## src/rtl/sync_fifo_flex_if.sv

```systemverilog
// Bus bundle for sync_fifo_flex: producer/consumer handshake, data and status.
interface sync_fifo_flex_if #(
  parameter int DATA_WIDTH = 8,
  parameter int ADRRSIZE   = 3
);
  logic                  winc;
  logic [DATA_WIDTH-1:0] wdata;
  logic                  rinc;
  logic                  err_clr;
  logic [DATA_WIDTH-1:0] rdata;
  logic                  wfull;
  logic                  rempty;
  logic                  walmost_full;
  logic                  ralmost_empty;
  logic [ADRRSIZE:0]     count;
  logic                  overflow;
  logic                  underflow;

  modport master (
    output winc, wdata, rinc, err_clr,
    input  rdata, wfull, rempty, walmost_full, ralmost_empty, count, overflow, underflow
  );

  modport slave (
    input  winc, wdata, rinc, err_clr,
    output rdata, wfull, rempty, walmost_full, ralmost_empty, count, overflow, underflow
  );
endinterface

```

## src/rtl/sync_fifo_flex.sv

```systemverilog
// Single-clock FIFO with fill count, almost-full/almost-empty thresholds,
// standard or first-word-fall-through read and sticky overflow/underflow.
module sync_fifo_flex #(
  parameter int DATA_WIDTH = 8,
  parameter int ADRRSIZE   = 3,
  parameter int AFULL_TH   = 6,
  parameter int AEMPTY_TH  = 1,
  parameter int FWFT       = 0
) (
  input  logic                 clk,
  input  logic                 rst_n,
  sync_fifo_flex_if.slave      bus
);
  localparam int DEPTH = 2**ADRRSIZE;
  localparam logic [ADRRSIZE:0] AF_LVL = AFULL_TH[ADRRSIZE:0];
  localparam logic [ADRRSIZE:0] AE_LVL = AEMPTY_TH[ADRRSIZE:0];

  if (AFULL_TH < 1 || AFULL_TH > DEPTH) begin : g_bad_afull
    $fatal(1, "sync_fifo_flex: AFULL_TH out of range 1..DEPTH");
  end
  if (AEMPTY_TH < 0 || AEMPTY_TH > DEPTH - 1) begin : g_bad_aempty
    $fatal(1, "sync_fifo_flex: AEMPTY_TH out of range 0..DEPTH-1");
  end

  logic [DATA_WIDTH-1:0] mem [DEPTH];
  logic [ADRRSIZE:0]     wptr;
  logic [ADRRSIZE:0]     rptr;
  logic [ADRRSIZE:0]     fill;
  logic                  full;
  logic                  empty;
  logic                  wen;
  logic                  ren;
  logic                  ovf;
  logic                  unf;
  logic [ADRRSIZE-1:0]   waddr;
  logic [ADRRSIZE-1:0]   raddr;

  assign waddr = wptr[ADRRSIZE-1:0];
  assign raddr = rptr[ADRRSIZE-1:0];
  assign empty = (wptr == rptr);
  assign full  = (wptr[ADRRSIZE] != rptr[ADRRSIZE]) && (waddr == raddr);
  assign fill  = wptr - rptr;
  assign wen   = bus.winc && !full;
  assign ren   = bus.rinc && !empty;

  assign bus.wfull         = full;
  assign bus.rempty        = empty;
  assign bus.count         = fill;
  assign bus.walmost_full  = (fill >= AF_LVL);
  assign bus.ralmost_empty = (fill <= AE_LVL);
  assign bus.overflow      = ovf;
  assign bus.underflow     = unf;

  // Pointer registers; status is decoded from these so it moves on the same edge.
  always_ff @(posedge clk or negedge rst_n) begin
    if (!rst_n) begin
      wptr <= '0;
      rptr <= '0;
    end else begin
      if (wen) wptr <= wptr + 1'b1;
      if (ren) rptr <= rptr + 1'b1;
    end
  end

  // Storage array, intentionally not reset.
  always_ff @(posedge clk) begin
    if (wen) mem[waddr] <= bus.wdata;
  end

  // Sticky error flags; a set event in the clearing cycle takes priority.
  always_ff @(posedge clk or negedge rst_n) begin
    if (!rst_n) begin
      ovf <= 1'b0;
      unf <= 1'b0;
    end else begin
      if (bus.winc && full)      ovf <= 1'b1;
      else if (bus.err_clr)      ovf <= 1'b0;
      if (bus.rinc && empty)     unf <= 1'b1;
      else if (bus.err_clr)      unf <= 1'b0;
    end
  end

  if (FWFT != 0) begin : g_fwft
    assign bus.rdata = mem[raddr];
  end else begin : g_regread
    logic [DATA_WIDTH-1:0] rdata_q;
    // Registered read: capture the head word on the accepted pop edge, hold otherwise.
    always_ff @(posedge clk or negedge rst_n) begin
      if (!rst_n)   rdata_q <= '0;
      else if (ren) rdata_q <= mem[raddr];
    end
    assign bus.rdata = rdata_q;
  end
endmodule

```

## src/flat_wrapper.sv

```systemverilog
// flat-port wrapper written by rule: the top's interface ports become plain ports
module sync_fifo_flex_flat 
#(
  parameter int DATA_WIDTH = 8,
  parameter int ADRRSIZE   = 3,
  parameter int AFULL_TH   = 6,
  parameter int AEMPTY_TH  = 1,
  parameter int FWFT       = 0
)
  (clk, rst_n, bus_winc, bus_wdata, bus_rinc, bus_err_clr, bus_rdata, bus_wfull, bus_rempty, bus_walmost_full, bus_ralmost_empty, bus_count, bus_overflow, bus_underflow);
  sync_fifo_flex_if #(.DATA_WIDTH(DATA_WIDTH), .ADRRSIZE(ADRRSIZE)) bus_i ();
  input  logic clk;
  input  logic rst_n;
  input wire logic [$bits(bus_i.winc)-1:0] bus_winc;
  input wire logic [$bits(bus_i.wdata)-1:0] bus_wdata;
  input wire logic [$bits(bus_i.rinc)-1:0] bus_rinc;
  input wire logic [$bits(bus_i.err_clr)-1:0] bus_err_clr;
  output wire logic [$bits(bus_i.rdata)-1:0] bus_rdata;
  output wire logic [$bits(bus_i.wfull)-1:0] bus_wfull;
  output wire logic [$bits(bus_i.rempty)-1:0] bus_rempty;
  output wire logic [$bits(bus_i.walmost_full)-1:0] bus_walmost_full;
  output wire logic [$bits(bus_i.ralmost_empty)-1:0] bus_ralmost_empty;
  output wire logic [$bits(bus_i.count)-1:0] bus_count;
  output wire logic [$bits(bus_i.overflow)-1:0] bus_overflow;
  output wire logic [$bits(bus_i.underflow)-1:0] bus_underflow;
  assign bus_i.winc = bus_winc;
  assign bus_i.wdata = bus_wdata;
  assign bus_i.rinc = bus_rinc;
  assign bus_i.err_clr = bus_err_clr;
  assign bus_rdata = bus_i.rdata;
  assign bus_wfull = bus_i.wfull;
  assign bus_rempty = bus_i.rempty;
  assign bus_walmost_full = bus_i.walmost_full;
  assign bus_ralmost_empty = bus_i.ralmost_empty;
  assign bus_count = bus_i.count;
  assign bus_overflow = bus_i.overflow;
  assign bus_underflow = bus_i.underflow;
  sync_fifo_flex #(.DATA_WIDTH(DATA_WIDTH), .ADRRSIZE(ADRRSIZE), .AFULL_TH(AFULL_TH), .AEMPTY_TH(AEMPTY_TH), .FWFT(FWFT)) u_core (.clk(clk), .rst_n(rst_n), .bus(bus_i));
endmodule
```

## config.mk

```make
export PLATFORM = sky130hd
export DESIGN_NAME = sync_fifo_flex_flat
export DESIGN_NICKNAME = d
export VERILOG_FILES = /design/src/rtl/sync_fifo_flex_if.sv /design/src/rtl/sync_fifo_flex.sv /design/src/flat_wrapper.sv
export SDC_FILE = /design/constraint.sdc
export NUM_CORES = 1
export LEC_CHECK = 0
export ABC_AREA = 1
export CAP_MARGIN = 15
export CORE_AREA = 2 2 90 92
export CTS_CLUSTER_SIZE = 10
export DETAILED_ROUTE_END_ITERATION = 6
export DIE_AREA = 0 0 92 94
export PLACE_DENSITY = 0.67
export SYNTH_ARGS = -nofsm -noshare
export SYNTH_HDL_FRONTEND = slang
export SYNTH_SLANG_ARGS = --single-unit
```

## constraint.sdc

```tcl
create_clock -name clk -period 3.21 [get_ports clk]
set_input_delay 0.8025 -clock clk [delete_from_list [all_inputs] [get_ports clk]]
set_output_delay 0.8025 -clock clk [all_outputs]
set_load 0.005 [all_outputs]
```

==> report_table.html, run 1 <==
<table>
<tr><th>Metric</th><th>Value</th></tr>
<tr><th colspan="2">Finish</th></tr>
<tr><td>Fraction of layout instances using a drive strength above 1</td><td>0.139</td></tr>
<tr><td>Final standard cell count with taps included and fillers excluded</td><td>518</td></tr>
<tr><td>Sequential cell area</td><td>2370 um^2</td></tr>
<tr><td>Count of inserted antenna diode cells</td><td>0</td></tr>
<tr><td>Area of the multi-input gates</td><td>1050 um^2</td></tr>
<tr><td>Area growth syn-to-layout</td><td>17.1%</td></tr>
<tr><td>Layout Nets</td><td>430</td></tr>
<tr><td>Number of filler cells placed in the layout</td><td>644</td></tr>
<tr><th colspan="2">Floorplanning</th></tr>
<tr><td>Std-Cell Rows</td><td>32</td></tr>
<tr><td>Area of the core region</td><td>7610 um^2</td></tr>
<tr><td>Floorplan die width</td><td>92 um</td></tr>
<tr><td>Die span in y</td><td>94 um</td></tr>
<tr><td>Initial core utilization</td><td>0.495</td></tr>
<tr><td># IOs</td><td>31</td></tr>
<tr><td>Die Footprint</td><td>8650 um^2</td></tr>
<tr><th colspan="2">CTS</th></tr>
<tr><td>Latest clock arrival within the worst-skew pair</td><td>0.35 ns</td></tr>
<tr><td>Max H-tree Level</td><td>3</td></tr>
<tr><td>Number of buffers created by CTS</td><td>9</td></tr>
<tr><td>Quantity of hold-fixing buffers added after cts</td><td>0</td></tr>
<tr><td>CTS Root Cell</td><td>clkbuf_8</td></tr>
<tr><td># clock sinks</td><td>82</td></tr>
<tr><td>Max Buffers Root-to-Sink</td><td>2</td></tr>
<tr><td>TritonCTS clock tree</td><td>yes</td></tr>
<tr><td>Clock transition at the registers of the reported paths</td><td>0.09 ns</td></tr>
<tr><th colspan="2">STA</th></tr>
<tr><td>Slew at the pin closest to its max-slew limit</td><td>0.839 ns</td></tr>
<tr><td>Fin crit period</td><td>3.07 ns</td></tr>
<tr><td>Fin Hold WS</td><td>0.492 ns</td></tr>
<tr><td>Final slew viol count</td><td>0</td></tr>
<tr><td>Number of endpoints with negative hold slack in the final report</td><td>0</td></tr>
<tr><td>Max-slew headroom at the worst pin</td><td>0.439</td></tr>
<tr><td>Unrepaired setup endpoints after global routing</td><td>false</td></tr>
<tr><td>Tcrit/Tclk final</td><td>0.956</td></tr>
<tr><td>Number of endpoints failing setup at the final stage</td><td>0</td></tr>
<tr><td>Maximum operating frequency</td><td>0.326 GHz</td></tr>
<tr><td>Fin Clk Skew</td><td>0.0117 ns</td></tr>
<tr><td>Summed negative setup slack over all endpoints</td><td>0 ns</td></tr>
<tr><th colspan="2">Worst setup path</th></tr>
<tr><td>Setup Crit Path Kind</td><td>reg -&gt; out</td></tr>
<tr><td>Sum of buffers and inverters on the critical path</td><td>2</td></tr>
<tr><td>Critical path fanouts, max</td><td>5</td></tr>
<tr><td>Worst path top cell family by delay</td><td>buffers and inverters</td></tr>
<tr><td>Critical path data arrival time</td><td>2.27 ns</td></tr>
<tr><td>Startpoint Class</td><td>flip-flop</td></tr>
<tr><td>CP max-delay cell</td><td>clkdlybuf4s50_1</td></tr>
<tr><td>Largest stage delay on the critical path</td><td>0.52 ns</td></tr>
<tr><td>List of cells traversed by the critical path</td><td>inv_1, ha_1, fa_1, xor2_1, o211ai_1, clkdlybuf4s50_1</td></tr>
<tr><td>Capturing element type of the critical path</td><td>output port</td></tr>
<tr><td>Data required, critical path</td><td>2.41 ns</td></tr>
<tr><th colspan="2">Detailed routing</th></tr>
<tr><td>WL met1</td><td>3.35 mm</td></tr>
<tr><td>Length of the first detailed-routing pass in iterations</td><td>4</td></tr>
<tr><td>Total DRC errors in the routed layout</td><td>0</td></tr>
<tr><td>Drt initial violations</td><td>128</td></tr>
<tr><td>Overall via count from detail_route</td><td>2524</td></tr>
<tr><td>Via/cell ratio</td><td>4.87</td></tr>
<tr><td>Met2 layer wire length in the routed design</td><td>3.72 mm</td></tr>
<tr><td>Met3 routed WL</td><td>463 um</td></tr>
<tr><td>DR top layer</td><td>met4</td></tr>
<tr><td>Routed length per placed instance</td><td>14.8 um</td></tr>
<tr><td>Sum of routed wire length over all layers</td><td>7.68 mm</td></tr>
<tr><td>Count of antenna-violating nets left after detailed routing</td><td>0</td></tr>
<tr><th colspan="2">Synth</th></tr>
<tr><td>Avg Inst Size Synth</td><td>10.2 um^2</td></tr>
<tr><td>Count of warnings emitted by yosys</td><td>0</td></tr>
<tr><td>Count of unique library cells instantiated by Yosys</td><td>26</td></tr>
<tr><td>Number of register bits inferred by synthesis</td><td>82</td></tr>
<tr><td>Synthesized area</td><td>3760 um^2</td></tr>
<tr><td>Seq/Total Area, Yosys</td><td>0.630</td></tr>
<tr><td>Post-synthesis net count</td><td>388</td></tr>
<tr><td>Synthesized netlist cell count</td><td>369</td></tr>
<tr><th colspan="2">GRT</th></tr>
<tr><td>Wire length of the first global-routing pass</td><td>12.2 mm</td></tr>
<tr><td>GRT Overall Usage</td><td>0.191</td></tr>
<tr><td>Via count of the first global-routing pass</td><td>2415</td></tr>
<tr><td>Pin count of the biggest net entering global routing</td><td>36</td></tr>
<tr><td>Remaining global-route overflow</td><td>0</td></tr>
<tr><td>Number of antenna violations at the first check in global routing</td><td>0</td></tr>
<tr><th colspan="2">Power and ir drop</th></tr>
<tr><td>Sequential Power Share</td><td>0.360</td></tr>
<tr><td>Power per unit of standard cell area</td><td>944 nW/um^2</td></tr>
<tr><td>Proportion of power drawn by the clock network</td><td>0.180</td></tr>
<tr><td>Leakage Power</td><td>1.96 nW</td></tr>
<tr><td>Combinational group share of total power</td><td>0.460</td></tr>
<tr><td>Sw frac</td><td>0.379</td></tr>
<tr><td>Internal power contribution</td><td>2.58 mW</td></tr>
<tr><td>Reported net switching power</td><td>1.58 mW</td></tr>
<tr><td>Worst IR drop on VDD</td><td>0.359 mV</td></tr>
<tr><th colspan="2">Run status</th></tr>
<tr><td>Outcome</td><td>completed</td></tr>
<tr><th colspan="2">Hold path</th></tr>
<tr><td>Path category of the worst min-delay check</td><td>reg -&gt; reg</td></tr>
<tr><th colspan="2">Placement</th></tr>
<tr><td>Cell count after placement</td><td>501</td></tr>
<tr><td>Final HPWL from detailed placement</td><td>4.81 mm</td></tr>
<tr><td>GP Congestion</td><td>0.839</td></tr>
<tr><td>IO buf count</td><td>30</td></tr>
<tr><th colspan="2">Job</th></tr>
<tr><td>Number of max-cap violations</td><td>0</td></tr>
</table>
stage by stage:
stage          total power [mW]  worst slack [ns]  instance area (um^2)  utilization
2_1_floorplan              2.70             0.829                  3760            -
3_3_place_gp               3.39             0.444                  4200        0.552
3_5_place_dp               3.44             0.403                  4200        0.552
4_1_cts                    4.18           0.00783                  4390        0.578
5_1_grt                    4.45            0.0111                  4410        0.579
6_report                   4.16             0.141                  4410        0.579
tightest hold or removal path: cells and delay by family, from the launching register on:
kind             cells  cell delay (ns)
DFF                  1             0.35
and+or+nand+nor      2             0.11
state kept, by name, summed over array words and instances (netlist names):
name,count
u_core.mem,64
u_core.bus.overflow,1
u_core.bus.underflow,1
u_core.rptr,4
u_core.wptr,4
u_core.bus.rdata,8
layout by cell type (no fill, tap or decap), drive strengths merged, types with 5 or more instances in the layout:
cell type and count:
edfxtp 64, o21ai 6, nor2 10, inv 66
buf 13, dfrtp 18, clkdlybuf4s50 29, nand3 54
nand2 124, ha 5, clkbuf 12
path summary, 6_finish.rpt:
kind | from | to | slack, ns | cells past startpoint
setup / recovery | u_core.wptr[0] | bus_walmost_full | 0.14 | 6
hold / removal | u_core.bus.rdata[5] | u_core.bus.rdata[5] | 0.49 | 2
setup reg to reg | u_core.rptr[2] | u_core.mem[4][0] | 0.95 | 8
max in group asynchronous | rst_n | u_core.bus.rdata[7] | 1.76 | 1
min in group asynchronous | rst_n | u_core.bus.overflow | 0.93 | 1
hold reg to reg | u_core.bus.rdata[5] | u_core.bus.rdata[5] | 0.49 | 2
power by group through the flow:
stage | clock [mW] | sequential, mW | combinational (mW)
final | 0.747 | 1.50 | 1.91
after global routing | 0.807 | 1.52 | 2.12
after CTS | 0.756 | 1.50 | 1.93
after detailed placement | 0 | 1.52 | 1.92
after global placement | 0 | 1.51 | 1.88
after floorplan | 0 | 1.51 | 1.19
layout make-up:
type / count / share of cell area
multi-input cells: 208 / 0.238
clock buffers: 12 / 0.0329
repair buffers: 43 / 0.0909
flip-flops and latches: 82 / 0.538
well taps: 102 / 0.0290
clock inverters: 4 / 0.0119
inverters: 67 / 0.0588
cell usage after synthesis (all sizes together):
cell / instances / area [um^2]
a21oi: 1 / 5.00
buf: 12 / 85.1
clkinv: 1 / 3.75
dfrtp: 18 / 450
edfxtp: 64 / 1920
fa: 1 / 20.0
ha: 5 / 62.6
inv: 66 / 253
nand2: 124 / 505
nand3: 54 / 320
nand3b: 1 / 7.51
nor2: 10 / 47.6
nor3: 1 / 5.00
o211ai: 1 / 7.51
o21ai: 6 / 33.8
xor2: 4 / 35.0
what timing repair did:
item / CTS / global route
setup buffers: 0 / 1
setup endpoints to repair: 0 / 1
resized for setup: 0 / 2
logic make-up after synthesis:
kind of cell,count (synthesis),share of synthesized area
compound gates,8,0.0123
flops,82,0.630
buf+inv,79,0.0908
simple gates,190,0.235
xor+xnor,4,0.00931
fa+ha+maj,6,0.0219
per-layer routing:
metal  track usage  vias to the layer above
met5             0                        -
met4        0.0958                        0
met3        0.0321                       12
met2         0.315                       87
met1         0.246                     1170
li1              -                     1255
Power figures use the tool's default switching activity.
==> run 2, diff against run 1 <==
--- a/config.mk
+++ b/config.mk
@@ -6,7 +6,6 @@
 export NUM_CORES = 1
 export LEC_CHECK = 0
 export ABC_AREA = 1
-export CAP_MARGIN = 15
 export CORE_AREA = 2 2 90 92
 export CTS_CLUSTER_SIZE = 10
 export DETAILED_ROUTE_END_ITERATION = 6
==> constraint.sdc (replaced) <==
create_clock -name clk -period 3.02 [get_ports clk]
set_input_delay 0.755 -clock clk [delete_from_list [all_inputs] [get_ports clk]]
set_output_delay 0.755 -clock clk [all_outputs]
set_load 0.005 [all_outputs]
==> report_table.html, run 2 (same netlist as run 1, synthesis figures left out) <==
<table>
<tr><th>Metric</th><th>Value</th></tr>
<tr><th colspan="2">Finish</th></tr>
<tr><td>Fraction of layout instances using a drive strength above 1</td><td>0.143 (+0.00378)</td></tr>
<tr><td>Area of the multi-input gates</td><td>1050 um^2 (unchanged)</td></tr>
<tr><td>Final standard cell count with taps included and fillers excluded</td><td>521 (+0.58%)</td></tr>
<tr><td>Highest-count cells in the layout ignoring fill and taps</td><td>nand2_1 (112), edfxtp_1 (64), inv_1 (60)</td></tr>
<tr><td>Register with the most flip-flops</td><td>u_core.mem</td></tr>
<tr><td>Sequential cell area</td><td>2370 um^2 (unchanged)</td></tr>
<tr><td>Flip-flop count of the largest register, all copies and words added</td><td>64 (unchanged)</td></tr>
<tr><td>Number of filler cells placed in the layout</td><td>636 (-1.2%)</td></tr>
<tr><td>Count of inserted antenna diode cells</td><td>0 (unchanged)</td></tr>
<tr><td>Most frequent standard cell in the layout excluding fill and tap cells</td><td>nand2_1</td></tr>
<tr><td>Layout Nets</td><td>433 (+0.70%)</td></tr>
<tr><td>Area growth syn-to-layout</td><td>17.0% (about the same)</td></tr>
<tr><th colspan="2">Power and ir drop</th></tr>
<tr><td>Power per unit of standard cell area</td><td>988 nW/um^2 (+4.7%)</td></tr>
<tr><td>Final Power</td><td>4.35 mW (+4.6%)</td></tr>
<tr><td>Combinational group share of total power</td><td>0.475 (+0.015)</td></tr>
<tr><td>Sw frac</td><td>0.382 (+0.00224)</td></tr>
<tr><td>Leakage Power</td><td>1.96 nW (+0.41%)</td></tr>
<tr><td>Proportion of power drawn by the clock network</td><td>0.163 (-0.017)</td></tr>
<tr><td>Internal power contribution</td><td>2.69 mW (+4.2%)</td></tr>
<tr><td>Reported net switching power</td><td>1.66 mW (+5.2%)</td></tr>
<tr><td>Worst IR drop on VDD</td><td>0.335 mV (-6.7%)</td></tr>
<tr><td>Sequential Power Share</td><td>0.362 (+0.002)</td></tr>
<tr><th colspan="2">Detailed routing</th></tr>
<tr><td>Drt initial violations</td><td>174 (+36%)</td></tr>
<tr><td>Overall via count from detail_route</td><td>2569 (+1.8%)</td></tr>
<tr><td>Count of antenna-violating nets left after detailed routing</td><td>0 (unchanged)</td></tr>
<tr><td>Routed length per placed instance</td><td>14.6 um (-1.4%)</td></tr>
<tr><td>Sum of routed wire length over all layers</td><td>7.62 mm (-0.86%)</td></tr>
<tr><td>Via/cell ratio</td><td>4.93 (+1.2%)</td></tr>
<tr><td>Length of the first detailed-routing pass in iterations</td><td>4 (unchanged)</td></tr>
<tr><td>Total DRC errors in the routed layout</td><td>0 (unchanged)</td></tr>
<tr><th colspan="2">Floorplanning</th></tr>
<tr><td>Floorplan die width</td><td>92 um (unchanged)</td></tr>
<tr><td>Area of the core region</td><td>7610 um^2 (unchanged)</td></tr>
<tr><td>Die span in y</td><td>94 um (unchanged)</td></tr>
<tr><td>Die Footprint</td><td>8650 um^2 (unchanged)</td></tr>
<tr><td>Std-Cell Rows</td><td>32 (unchanged)</td></tr>
<tr><td>Initial core utilization</td><td>0.495 (unchanged)</td></tr>
<tr><td># IOs</td><td>31 (unchanged)</td></tr>
<tr><th colspan="2">Placement</th></tr>
<tr><td>Final HPWL from detailed placement</td><td>4.68 mm (-2.6%)</td></tr>
<tr><td>IO buf count</td><td>30 (unchanged)</td></tr>
<tr><td>Cell count after placement</td><td>503 (+0.40%)</td></tr>
<tr><td>GP Congestion</td><td>0.820 (-2.2%)</td></tr>
<tr><th colspan="2">Worst setup path</th></tr>
<tr><td>Setup Crit Path Kind</td><td>reg -&gt; out</td></tr>
<tr><td>Startpoint Class</td><td>flip-flop</td></tr>
<tr><td>Critical path fanouts, max</td><td>5 (unchanged)</td></tr>
<tr><td>Data required, critical path</td><td>2.26 ns (-0.15 ns)</td></tr>
<tr><td>Capturing element type of the critical path</td><td>output port</td></tr>
<tr><td>Critical path data arrival time</td><td>2.09 ns (-0.18 ns)</td></tr>
<tr><th colspan="2">CTS</th></tr>
<tr><td>Clock transition at the registers of the reported paths</td><td>0.08 ns (about the same)</td></tr>
<tr><td>Max Buffers Root-to-Sink</td><td>2 (unchanged)</td></tr>
<tr><td>TritonCTS clock tree</td><td>yes</td></tr>
<tr><td>CTS Root Cell</td><td>clkbuf_8</td></tr>
<tr><td>Latest clock arrival within the worst-skew pair</td><td>0.34 ns (about the same)</td></tr>
<tr><td>Quantity of hold-fixing buffers added after cts</td><td>0 (unchanged)</td></tr>
<tr><td># clock sinks</td><td>82 (unchanged)</td></tr>
<tr><td>Number of buffers created by CTS</td><td>9 (unchanged)</td></tr>
<tr><td>Max H-tree Level</td><td>3 (unchanged)</td></tr>
<tr><th colspan="2">STA</th></tr>
<tr><td>Tcrit/Tclk final</td><td>0.941</td></tr>
<tr><td>Fin Clk Skew</td><td>0.00817 ns (-0.00350 ns)</td></tr>
<tr><td>Fin crit period</td><td>2.84 ns</td></tr>
<tr><td>Number of endpoints with negative hold slack in the final report</td><td>0 (unchanged)</td></tr>
<tr><td>Final slew viol count</td><td>0 (unchanged)</td></tr>
<tr><td>Maximum operating frequency</td><td>0.352 GHz</td></tr>
<tr><td>Unrepaired setup endpoints after global routing</td><td>false</td></tr>
<tr><td>Summed negative setup slack over all endpoints</td><td>0 ns (unchanged)</td></tr>
<tr><td>Max-slew headroom at the worst pin</td><td>0.455 (+0.0162)</td></tr>
<tr><td>Number of endpoints failing setup at the final stage</td><td>0 (unchanged)</td></tr>
<tr><td>Slew at the pin closest to its max-slew limit</td><td>0.814 ns (-0.0242 ns)</td></tr>
<tr><th colspan="2">Hold path</th></tr>
<tr><td>Path category of the worst min-delay check</td><td>reg -&gt; reg</td></tr>
<tr><th colspan="2">GRT</th></tr>
<tr><td>Via count of the first global-routing pass</td><td>2293 (-5.1%)</td></tr>
<tr><td>GRT Overall Usage</td><td>0.189 (-0.00217)</td></tr>
<tr><td>Pin count of the biggest net entering global routing</td><td>36 (unchanged)</td></tr>
<tr><td>Wire length of the first global-routing pass</td><td>11.8 mm (-2.7%)</td></tr>
<tr><td>Number of antenna violations at the first check in global routing</td><td>0 (unchanged)</td></tr>
<tr><td>Remaining global-route overflow</td><td>0 (unchanged)</td></tr>
<tr><th colspan="2">Job</th></tr>
<tr><td>Number of max-cap violations</td><td>0 (unchanged)</td></tr>
<tr><th colspan="2">Run status</th></tr>
<tr><td>Outcome</td><td>completed</td></tr>
</table>
run 2: through the flow:
stage | util | hold slack [ns] | instance area, um^2 | setup slack [ns]
6_report | 0.579 | 0.491 | 4400 | 0.178
3_3_place_gp | 0.554 | 0.476 | 4210 | 0.305
2_1_floorplan | - | 0.459 | 3760 | 0.686
4_1_cts | 0.578 | 0.497 | 4400 | 0.0506
5_1_grt | 0.579 | 0.514 | 4400 | 0.0711
3_5_place_dp | 0.554 | 0.477 | 4210 | 0.263
run 2: path summary, 6_finish.rpt:
path / start / endpoint / slack, ns / depth (start not counted)
worst max-delay path: u_core.wptr[1] / bus_wfull / 0.18 / 5
worst min-delay path: u_core.bus.rdata[5] / u_core.bus.rdata[5] / 0.49 / 2
worst max register to register: u_core.wptr[1] / u_core.mem[4][4] / 0.95 / 8
worst min register to register: u_core.bus.rdata[5] / u_core.bus.rdata[5] / 0.49 / 2
max in group asynchronous: rst_n / u_core.bus.rdata[5] / 1.63 / 1
min in group asynchronous: rst_n / u_core.wptr[0] / 0.88 / 1
run 2: cell type report:
cell class / instances / area share
repair buffers: 46 / 0.0958
inverters: 67 / 0.0583
well taps: 102 / 0.0290
clock buffers: 14 / 0.0369
flip-flops and latches: 82 / 0.539
clock inverters: 2 / 0.00284
multi-input cells: 208 / 0.238
run 2: routing by layer:
metal | vias up | share of wire | global-route usage
met4 | 0 | 0.025 | 0.102
met5 | - | 0 | 0
met1 | 1212 | 0.43 | 0.238
met3 | 13 | 0.060 | 0.0345
li1 | 1266 | - | -
met2 | 78 | 0.48 | 0.312
run 2: power groups by stage:
stage | clock network, mW | registers [mW] | logic (mW)
floorplan | 0 | 1.60 | 1.27
finish | 0.707 | 1.58 | 2.07
CTS | 0.721 | 1.58 | 2.08
global placement | 0 | 1.60 | 2.01
global route | 0.771 | 1.60 | 2.30
detailed placement | 0 | 1.61 | 2.06
run 2: timing repair:
action,4_1_cts,5_1_grt
setup buffers,2,0
setup endpoints to repair,2,1
gates resized for setup,1,1
run 2: worst max-delay path, cell delays in order, from the launching register on:
cell             delay (ns)
dfrtp_1                0.40
buf_4                  0.16
ha_1                   0.31
nand3_2                0.11
nor2_2                 0.22
clkdlybuf4s50_1        0.54
